## src/rtl/sixteen_bit_serial_incrementer.sv

```systemverilog
// Bit-serial 16-bit incrementer: b = a + 1, one bit per clock through a
// single half-adder cell and a carry flop.
// Ports:
//   clk   - rising-edge clock
//   rst   - asynchronous active-high reset
//   start - request, sampled only while idle
//   a     - 16-bit operand, captured on the accepting edge
//   busy  - high while an operation is in progress
//   done  - one-cycle pulse, b valid with it
//   b     - {carry_out, sum[15:0]}, held until the next completion
module sixteen_bit_serial_incrementer (
    input  logic        clk,
    input  logic        rst,
    input  logic        start,
    input  logic [15:0] a,
    output logic        busy,
    output logic        done,
    output logic [16:0] b
);

    typedef enum logic {IDLE, BUSY} state_t;

    state_t      state_q, state_d;
    logic [15:0] sr_q, sr_d;
    logic [15:0] res_q, res_d;
    logic        cy_q, cy_d;
    logic [3:0]  cnt_q, cnt_d;
    logic        busy_q, busy_d;
    logic        done_q, done_d;
    logic [16:0] b_q, b_d;

    // Half-adder cell: sum and carry for the current bit.
    logic s;
    logic c;

    assign s = sr_q[0] ^ cy_q;
    assign c = sr_q[0] & cy_q;

    always_comb begin
        state_d = state_q;
        sr_d    = sr_q;
        res_d   = res_q;
        cy_d    = cy_q;
        cnt_d   = cnt_q;
        busy_d  = busy_q;
        done_d  = 1'b0;
        b_d     = b_q;
        unique case (state_q)
            IDLE: begin
                if (start) begin
                    sr_d    = a;
                    // The +1 enters as the initial carry.
                    cy_d    = 1'b1;
                    cnt_d   = 4'd0;
                    res_d   = 16'h0000;
                    busy_d  = 1'b1;
                    state_d = BUSY;
                end
            end
            BUSY: begin
                cy_d  = c;
                sr_d  = {1'b0, sr_q[15:1]};
                res_d = {s, res_q[15:1]};
                cnt_d = cnt_q + 4'd1;
                // Fixed latency: always run all 16 bits.
                if (cnt_q == 4'd15) begin
                    b_d     = {c, s, res_q[15:1]};
                    done_d  = 1'b1;
                    busy_d  = 1'b0;
                    state_d = IDLE;
                end
            end
            default: begin
                state_d = IDLE;
                busy_d  = 1'b0;
            end
        endcase
    end

    always_ff @(posedge clk or posedge rst) begin
        if (rst) begin
            state_q <= IDLE;
            sr_q    <= 16'h0000;
            res_q   <= 16'h0000;
            cy_q    <= 1'b0;
            cnt_q   <= 4'd0;
            busy_q  <= 1'b0;
            done_q  <= 1'b0;
            b_q     <= 17'h00000;
        end else begin
            state_q <= state_d;
            sr_q    <= sr_d;
            res_q   <= res_d;
            cy_q    <= cy_d;
            cnt_q   <= cnt_d;
            busy_q  <= busy_d;
            done_q  <= done_d;
            b_q     <= b_d;
        end
    end

    assign busy = busy_q;
    assign done = done_q;
    assign b    = b_q;

endmodule

```

## config.mk

```make
export PLATFORM = sky130hd
export DESIGN_NAME = sixteen_bit_serial_incrementer
export DESIGN_NICKNAME = d
export VERILOG_FILES = /design/src/rtl/sixteen_bit_serial_incrementer.sv
export SDC_FILE = /design/constraint.sdc
export NUM_CORES = 1
export LEC_CHECK = 0
export CORE_ASPECT_RATIO = 1.25
export CORE_MARGIN = 2
export CORE_UTILIZATION = 45
export CTS_BUF_LIST = sky130_fd_sc_hd__clkbuf_8
export DETAILED_ROUTE_END_ITERATION = 6
export GPL_ROUTABILITY_DRIVEN = 0
export HOLD_SLACK_MARGIN = 0.03
export PLACE_DENSITY = 0.69
export SLEW_MARGIN = 20
export SYNTH_ARGS = -nofsm -noshare
export SYNTH_HDL_FRONTEND = slang
export SYNTH_SLANG_ARGS = --single-unit
export TNS_END_PERCENT = 20
```

## constraint.sdc

```tcl
create_clock -name clk -period 2.1 [get_ports clk]
set_input_delay 0.42 -clock clk [delete_from_list [all_inputs] [get_ports clk]]
set_output_delay 0.42 -clock clk [all_outputs]
set_load 0.005 [all_outputs]
```

# == Yosys cells after proc, flatten, opt, wreduce, memory -nomap -nowiden ==
# Cells that the tools add are included.
# op_classes
n_addsub,1
n_eq_ne,3
mux,15
bitwise,3
n_reduce_logical,2
# op_table
cell,n
one-hot mux 16 bit (2 select lines),2
2-to-1 mux 16 bit,2
one-hot mux 4 bit (2 select lines),1
2-to-1 mux 1 bit,6
one-hot mux 1 bit (2 select lines),3
adder 4 x 1 -> 4 bit (second input constant),1
equality test 4 bit (second input constant),1
2-to-1 mux 4 bit,1
AND reduction 2 bit,2
!= test 2 x 1 -> 1 bit (second input constant),1
!= test 2 bit (second input constant),1
bitwise AND 1 bit,1
NOT 1 bit,1
XOR 1 bit,1
# word_totals
reg_bits,57
inputBits,19
out_inout_bits,19
word_cells,32

# == Logic depth before layout (Yosys ltp) ==
# logic_depth
word_depth,3
mapped_depth,6
mapped_depth_nobuf,5

# == Worst setup path before layout ==
# No wires, ideal clock.
# synth_path
kind,flip-flop to flip-flop
start,reg cnt_q[0]
end,"reg b_q[0], in the netlist b[0]"
setup_ns,0.116
arrival_time_ns,1.079
required_ns,1.984
slack_ns,0.904
path_stages_with_launch,7
n_path_buf,1
period_less_slack_ns,1.196
cell_sequence,dfrtp_1 ha_1 nand4_4 inv_4 buf_8 nand2_1 nand2_1
# synth_via
elab_chain_len,2
# synth_rtl
element,line_no,rtl
from (decl),27,"logic [3:0] cnt_q, cnt_d;"
from (signal assigned),95,cnt_q <= cnt_d;
equality test 4 bit,66,if (cnt_q == 4'd15) begin
AND reduction 2 bit (no source line),-,
to (signal assigned),89,b_q <= 17'h00000;
to (signal assigned),98,b_q <= b_d;
to (decl),30,"logic [16:0] b_q, b_d;"
# No other way between the ends.
# A chain may end at the register's enable or synchronous reset.

# == Worst setup path after layout ==
# layout_path
start,"reg busy_q, in the netlist busy"
end,out busy
# layout_lines
element,line_no,rtl
from (decl),28,"logic busy_q, busy_d;"
from (signal assigned),96,busy_q <= busy_d;
to (decl),16,"output logic busy,"
# No word-level cell between the ends.

==> reports/summary.txt <==
======================================================================================
Clock tree from TritonCTS ...............................................         done
Setup TNS ...............................................................         0 ns
Depth of the worst register-to-register path ............................            5
Quantity of hold-fixing buffers added after cts .........................            0
Register bit count reported by yosys ....................................           56
Worst min-delay path class .............................................. input port to asynchronous set/reset pin
Finish-stage setup viols ................................................            0
Iteration-0 DRC Markers .................................................           84
Logic depth of the worst setup path including buffers ...................            1
Number of pins exceeding their max-slew limit in the final report .......            0
Fraction of power consumed by the clock network .........................        18.0%
Cell-internal power .....................................................      2.25 mW
Reg2reg end .............................................................         b[9]
Rows ....................................................................           29
Per-cell routed wire length .............................................      11.7 um
Layout cells sized above 1 ..............................................        6.55%
Clock slew seen by the registers of the worst setup and hold paths ......      0.11 ns
Share of the cycle needed by the critical path after routing ............        78.3%
Worst Tran Pin Value ....................................................     0.323 ns
Count of antenna diodes in the layout ...................................            0
Minimum setup slack among reg-to-reg paths ..............................      0.62 ns
Capturing element of the worst setup path ...............................         busy
Crit path max fanout ....................................................            3
Launching instance or port of the critical path .........................         busy
Status .................................................................. finished, final reports clean
Critical Path, Cell by Cell ............................................. clkdlybuf4s50_1
Largest net degree at the start of global routing .......................           57
Worst IR Drop VDD .......................................................   0.000476 V
First-pass GRT wire length ..............................................      6980 um
H-tree lvl count ........................................................            2
Max incr delay on CP ....................................................      0.52 ns
Share of total power in combinational logic .............................        29.5%
Share of total power in sequential cells ................................        52.5%
Commonest non-fill, non-tap cells in the layout ......................... 85 x sky130_fd_sc_hd__nand2_1, 55 x sky130_fd_sc_hd__dfrtp_1, 37 x sky130_fd_sc_hd__clkdlybuf4s50_1
Multi-input logic area ..................................................     865 um^2
Static leakage power ....................................................      1.36 nW
Buffers and inverters on the worst path .................................            1
Avg Cell Area, Syn ......................................................    9.89 um^2
Width of the chip .......................................................      68.8 um
Setup repair after global routing missed its margin .....................           no
Net count of the mapped netlist .........................................          260
Total number of clock tree sinks ........................................           56
Max-capacitance violation count .........................................            0
Total Die Area ..........................................................    5850 um^2
Post-CTS resize count ...................................................            0
Async set-or-reset flop fraction in the synthesized netlist .............         100%
Number of nets in the layout ............................................          295
Number of top-level pins ................................................           38
Count of antenna-violating nets left after detailed routing .............            0
Total congestion overflow after global routing ..........................            0
Area delta synth->final .................................................        21.7%
Worst setup path class .................................................. register to output port
Worst clock skew ........................................................    0.0105 ns
Total routed wirelength .................................................      3960 um
Filler cells ............................................................          470
Clock root buffer ....................................................... sky130_fd_sc_hd__clkbuf_8
Setup Fix Bufs, Post-CTS ................................................            0
Vias per inst ...........................................................         4.86
Number of antenna violations at the first check in global routing .......            0
Element type at the critical path end ...................................  output port
Required time reported for the critical path endpoint ...................      1.68 ns
CTS buffer count ........................................................            5
Remaining routing DRC violations ........................................            0
Storage element area ....................................................    1400 um^2
Switching portion of total power ........................................        32.3%
Top_reg_cell synth ...................................................... sky130_fd_sc_hd__dfrtp_1
Via count ...............................................................        1,637
Power Dens Cells ........................................................ 1150 nW/um^2
Clock latency at the later pin of the worst-skew pair ...................      0.31 ns
Fin crit period .........................................................      1.64 ns
Max-Slew Margin vs Limit ................................................        78.5%
Proportion of synthesized chip area in sequential cells .................        59.3%
Most frequent standard cell in the layout excluding fill and tap cells .. sky130_fd_sc_hd__nand2_1
Vias in the first global route ..........................................        1,564
Final HPWL DP ...........................................................      2580 um
Final number of hold-violating endpoints ................................            0
Sw power ................................................................      1.07 mW
Nature of the critical path startpoint ..................................     register
Startpoint of the most critical register-to-register path ...............     cnt_q[0]
Number of distinct standard cells referenced by the synthesized netlist .           19
Port bufs ...............................................................           37
Crit path DAT ...........................................................      1.22 ns
CORE AREA ...............................................................    5080 um^2
Post-synth design cell area .............................................    2360 um^2
CP max-delay cell ....................................................... sky130_fd_sc_hd__clkdlybuf4s50_1
Core occupancy in the finished layout ...................................        56.7%
Initial Utilization .....................................................        46.6%
Number of detailed-routing iterations run before antenna repair .........            4
Bufs on Longest Clock Path ..............................................            2
Count of flip-flops with a built-in enable after synthesis ..............            0
Total track usage .......................................................        15.8%
Vertical die dimension ..................................................      85.1 um
Number of warnings issued by yosys ......................................            0
Top achievable clock speed ..............................................    0.608 GHz
Post-synthesis instance total ...........................................          239
Top Family by Delay on Critical Path .................................... buffers and inverters
======================================================================================
## per-layer routing
| layer | vias to the layer above | part of all wire, % | routed length [um] | global-route usage [%] |
|---|---|---|---|---|
| met4 | 0 | 1.6 | 64 | 5.88 |
| met2 | 34 | 46 | 1830 | 23.9 |
| li1 | 839 | - | - | - |
| met3 | 6 | 3.9 | 153 | 3.58 |
| met5 | - | 0 | 0 | 0 |
| met1 | 758 | 48 | 1910 | 22.2 |
## registers in the layout, summed over array words and instances, names as in the netlist
signal,flops
state_q,1
b,17
sr_q,16
cy_q,1
busy,1
done,1
cnt_q,4
res_q,15
## worst min path at each step
stage          startpoint   end  slack [ns]  depth (start not counted)
4_1_cts               rst  b[7]        0.48                          3
3_5_place_dp         b[3]  b[3]        0.46                          2
6_report              rst  b[7]        0.46                          3
5_1_grt               rst  b[7]        0.50                          3
3_3_place_gp         b[7]  b[7]        0.46                          2
2_1_floorplan    res_q[1]  b[0]        0.44                          2
## synth_stat cells, types with 2 or more instances
library cell	count	area (um^2)
sky130_fd_sc_hd__nor2_1	5	18.8
sky130_fd_sc_hd__o21ai_0	36	180
sky130_fd_sc_hd__clkbuf_1	4	15.0
sky130_fd_sc_hd__mux2i_1	16	160
sky130_fd_sc_hd__dfrtp_1	56	1400
sky130_fd_sc_hd__nand2b_1	17	106
sky130_fd_sc_hd__buf_2	5	25.0
sky130_fd_sc_hd__ha_1	2	25.0
sky130_fd_sc_hd__nand2_1	85	319
sky130_fd_sc_hd__nand3_1	2	10.0
sky130_fd_sc_hd__buf_4	3	22.5
## cell families after synthesis
| kind of cell | synth area share [%] |
|---|---|
| AOI/OAI and AO/OA | 7.62 |
| adders and majority gates | 1.06 |
| buffers and inverters | 4.18 |
| DFF | 59.3 |
| muxes | 7.25 |
| and+or+nand+nor | 20.6 |
## power by group through the flow
stage / Combinational, mW / Clock [mW] / Sequential, mW
after global routing: 1.13 / 0.651 / 1.80
final: 0.978 / 0.597 / 1.74
after floorplan: 0.596 / 0 / 1.71
after detailed placement: 0.998 / 0 / 1.77
after CTS: 0.999 / 0.625 / 1.75
after global placement: 0.969 / 0 / 1.75
## final cells by class
class                   count  area share [%]
clock buffers               5            2.39
multi-input cells         167            30.0
repair buffers             42            15.0
clock inverters             3           0.782
inverters                   2           0.348
flip-flops and latches     56            48.7
well taps                  62            2.69
## metrics by stage
step                power [mW]  instance area, um^2  std cells  hold WS, ns  setup slack, ns
finish                    3.32                 2880        337        0.457            0.456
global route              3.58                 2880        337        0.504            0.426
CTS                       3.37                 2880        337        0.478            0.446
detailed placement        2.77                 2790        329        0.462            0.450
global placement          2.72                 2790        329        0.458            0.474
floorplan                 2.31                 2360        239        0.438            0.309
Power figures use the tool's default switching activity.
==> RTL edit 1 (config.mk and constraints unchanged) <==
Put one more register stage on the output `b`. The value now appears one clock later. The other outputs are not delayed to match. Comments in the files are not updated.
--- a/src/rtl/sixteen_bit_serial_incrementer.sv
+++ b/src/rtl/sixteen_bit_serial_incrementer.sv
@@ -101,7 +101,9 @@
 
     assign busy = busy_q;
     assign done = done_q;
-    assign b    = b_q;
+    always_ff @(posedge clk) begin
+        b <= b_q;
+    end
 
 endmodule
 
Check against the original RTL: same outputs for any inputs over 10 cycles, from zero or initial values and one cycle with rst high; that may be too few to reach the edited logic, so the function may still have changed.
==> RTL edit 1 against the original RTL <==
  * Register-to-register slack lost 0.09 ns
  * Design area grew 16%
  * Critical path type unchanged
  * Worst setup slack lost 0.0091 ns
  * Power grew 32%
  * Clock power grew 91%
  * Area after synthesis grew 14%
  * Sequential cell count grew 17
  * Routed wire length grew 10%
==> RTL edit 1: results (changes against the original RTL) <==
TritonCTS Buffers=9 (was 5); peak supply drop=0.553 mV (was 0.476 mV); GRT Overall Usage=0.158 (about the same); Hold Path Class=in -> async (unchanged); Clock Skew=0.00791 ns (was 0.0105 ns); CP max-delay cell=clkdlybuf4s50_1 (unchanged); final std cells w/o fill=366 (was 337); Via Count=1,765 (was 1,637); status=finished clean (unchanged); Worst-path clk slew=0.07 ns (was 0.11 ns); Antenna diodes=0 (unchanged); input/output buffers=37 (unchanged); Area after DPL=3130 sq um (was 2790 sq um); Syn Inst Count=256 (was 239); max incr delay on CP=0.52 ns (about the same); DPL Wire Length=2.82 mm (was 2.58 mm); synth unique cells=20 (was 19); largest registers=b: 17 flops, b_q: 17 flops, sr_q: 16 flops; leak pwr=1.56 nW (was 1.36 nW); Hold Buf Count CTS=0 (unchanged); Post-Synthesis Net Count=277 (was 260); H-tree depth=3 (was 2); top_reg_cell synth=dfrtp_1 (unchanged); CP delay by family, top=buffers and inverters (unchanged); WL final=4.37 mm (was 3.96 mm); Slew Limit Headroom=0.667 (was 0.785); YS warnings=0 (unchanged); worst-path fanout max=3 (unchanged); sequential fraction of the synthesis area=0.644 (was 0.593); Placed Instances=350 (was 329); First-pass DRT Iterations=4 (unchanged); main area contributors after synthesis=dfrtp_1 (52%), dfxtp_1 (13%), nand2_1 (12%), o21ai_0 (6.7%), mux2i_1 (5.9%) (was dfrtp_1 (59%), nand2_1 (13%), o21ai_0 (7.6%), mux2i_1 (6.8%), nand2b_1 (4.5%)); fraction of registers with async set/reset=0.767 (was 1.00); max-slew violations=0 (unchanged); global-route wire length before repair=8.16 mm (was 6.98 mm); Post-synth top cells=nand2_1 (85), dfrtp_1 (56), o21ai_0 (36), dfxtp_1 (17), nand2b_1 (17) (was nand2_1 (85), dfrtp_1 (56), o21ai_0 (36), nand2b_1 (17), mux2i_1 (16)); Arrival @ worst endpoint=1.23 ns; layout cell share with drive strength beyond 1=0.0867 (was 0.0655); Iter 0 DRT Violations=109 (was 84); Final #Nets=316 (was 295); Clk Latency, worst-skew pair=0.34 ns (was 0.31 ns); largest net degree at the start of global routing=37 (was 57); postcts setup bufs=0 (unchanged); Clock Path Buffers=2 (unchanged); root buffer cell=clkbuf_8 (unchanged)
-- RTL edit 1: cell types whose count changed after synthesis --
cell	unedited run	this run
dfxtp_1	0	17
-- RTL edit 1: through the flow --
stage,power [mW],setup WS [ns]
2_1_floorplan,2.80,0.309
3_3_place_gp,3.22,0.480
3_5_place_dp,3.28,0.469
4_1_cts,4.42,0.429
5_1_grt,4.72,0.339
6_report,4.37,0.447
-- RTL edit 1: cell families (layout without fill, tap and decap cells) --
family                     Yosys count  in the layout  synth area share
and+or+nand+nor                    112            112             0.180
adders and majority gates            2              2           0.00925
muxes                               17             17            0.0634
buffers and inverters               16             60            0.0365
DFF                                 73             73             0.644
AOI/OAI and AO/OA                   36             36            0.0666
-- RTL edit 1: final timing paths --
| check | end | from | slack [ns] | cells after the start |
|---|---|---|---|---|
| worst min register to register | b[9] | b_q[9] | 0.37 | 0 |
| worst max-delay path | busy | busy | 0.45 | 1 |
| max in group asynchronous | sr_q[13] | rst | 1.27 | 3 |
| worst max register to register | b_q[2] | state_q | 0.53 | 4 |
| min in group clk | b[9] | b_q[9] | 0.37 | 0 |
| worst min-delay path | sr_q[10] | rst | 0.34 | 2 |
-- RTL edit 1: where the power goes --
| part | total (mW) | internal, mW | switching (mW) |
|---|---|---|---|
| logic | 0.974 | 0.549 | 0.424 |
| clock network | 1.14 | 0.644 | 0.495 |
| registers | 2.26 | 1.93 | 0.325 |
-- RTL edit 1: layout make-up --
type	instances	area, sq um
flip-flops and latches	73	1740
multi-input cells	167	865
repair buffers	42	433
clock buffers	12	165
inverters	2	10.0
clock inverters	4	50.0
fillers	529	2470
well taps	66	82.6
-- RTL edit 1: routing by layer --
layer	global-route usage	share of wire	up-vias
met1	0.209	0.48	815
met2	0.239	0.47	34
met4	0.0864	0.025	0
met3	0.0324	0.031	10
met5	0	0	-
li1	-	-	906
==> RTL edit 2 (config.mk and constraints unchanged) <==
Made on the original files. Remove the register `done_q`: a continuous assignment takes its place, so the output `done` follows one clock earlier.
--- a/src/rtl/sixteen_bit_serial_incrementer.sv
+++ b/src/rtl/sixteen_bit_serial_incrementer.sv
@@ -85,7 +85,6 @@
             cy_q    <= 1'b0;
             cnt_q   <= 4'd0;
             busy_q  <= 1'b0;
-            done_q  <= 1'b0;
             b_q     <= 17'h00000;
         end else begin
             state_q <= state_d;
@@ -94,10 +93,11 @@
             cy_q    <= cy_d;
             cnt_q   <= cnt_d;
             busy_q  <= busy_d;
-            done_q  <= done_d;
             b_q     <= b_d;
         end
     end
+
+    assign done_q = done_d;
 
     assign busy = busy_q;
     assign done = done_q;
Behaviour: same outputs for any inputs over 10 cycles, from zero or initial values and one cycle with rst high; that may be too few to reach the edited logic, so the function may still have changed.
==> RTL edit 2 against the original RTL <==
  * Sequential share of layout area shrank 0.87 points
  * Routed wire length is 1.5% higher
  * Worst setup slack worse by 0.36 ns
  * Design area unchanged
  * Area after synthesis shrank 1.1%
  * Sequential cell count shrank 1
  * Critical path depth increased by 3
  * Synthesized cell count is 0.42% lower
  * Power up 1.3%
  * Critical path type unchanged
  * Largest power group unchanged
==> RTL edit 2: results (changes against the original RTL) <==
status=finished clean (unchanged); met1 WL=1.82 mm (was 1.91 mm); Clock Skew=0.00853 ns (was 0.0105 ns); met1 Use GR=0.204 (was 0.222); GRT Overall Usage=0.153 (was 0.158); met2 wire length=1.99 mm (was 1.83 mm); Placed Instances=328 (was 329); Clock group=0.633 mW (was 0.597 mW); Area after DPL=2760 sq um (was 2790 sq um); largest net degree at the start of global routing=73 (was 57); Tightest Pin Transition=0.552 ns (was 0.323 ns); DPL Wire Length=2.64 mm (was 2.58 mm); syn avg cell area=9.83 sq um (was 9.89 sq um); Arrival @ worst endpoint=1.58 ns (was 1.22 ns); DR WL met3=154 microns (was 153 microns); Cell Int Power=2.30 mW (was 2.25 mW); Seq pwr share=0.514 (was 0.525); leak pwr=1.35 nW (was 1.36 nW); mux cell area share after synthesis=0.0733 (was 0.0725); main area contributors after synthesis=dfrtp_1 (59%), nand2_1 (14%), o21ai_0 (7.7%), mux2i_1 (6.8%), nand2b_1 (4.5%) (was dfrtp_1 (59%), nand2_1 (13%), o21ai_0 (7.6%), mux2i_1 (6.8%), nand2b_1 (4.5%)); Via Count=1,674 (was 1,637); peak supply drop=0.646 mV (was 0.476 mV); sequential fraction of the synthesis area=0.588 (was 0.593); Place WS=0.370 ns (was 0.450 ns); Iter 0 DRT Violations=82 (was 84); layout cell share with drive strength beyond 1=0.0693 (was 0.0655); Final #Nets=294 (was 295); Clk Latency, worst-skew pair=0.31 ns (about the same); adder-cell share of the synthesized area=0.0107 (was 0.0106); initial antenna violation count=0 (unchanged); GRT met3 Usage=0.0402 (was 0.0358); drt wl/cell=12.0 microns (was 11.7 microns); final std cells w/o fill=336 (was 337); post-synthesis compound-gate area fraction=0.0770 (was 0.0762); Post-synth top cells=nand2_1 (85), dfrtp_1 (55), o21ai_0 (36), nand2b_1 (17), mux2i_1 (16) (was nand2_1 (85), dfrtp_1 (56), o21ai_0 (36), nand2b_1 (17), mux2i_1 (16)); number of global-route vias before repair=1,537 (was 1,564); worst-path fanout max=4 (was 3)
## RTL edit 2: cell types whose count changed after synthesis
cell,before,now
dfrtp_1,56,55
## RTL edit 2: path summary, 6_finish.rpt
path,from,cells past startpoint,slack (ns),end
max,cnt_q[0],4,0.1,done
min,rst,3,0.48,b[7]
max reg2reg,state_q,4,0.63,cnt_q[2]
min reg2reg,b[11],2,0.48,b[11]
max in group asynchronous,rst,3,1.37,state_q
min in group clk,b[11],2,0.48,b[11]
## RTL edit 2: layout make-up
type | count | area [sq um]
Fill cell | 477 | 2160
Sequential cell | 55 | 1380
Multi-Input combinational cell | 167 | 877
Timing Repair Buffer | 42 | 433
Clock buffer | 7 | 96.3
Tap cell | 62 | 77.6
Inverter | 2 | 10.0
Clock inverter | 1 | 7.51
## RTL edit 2: worst max-delay path: stages (launching register included)
cell,delay [ns]
dfrtp_1,0.43
ha_4,0.19
nand4_4,0.11
inv_4,0.07
clkdlybuf4s50_1,0.49
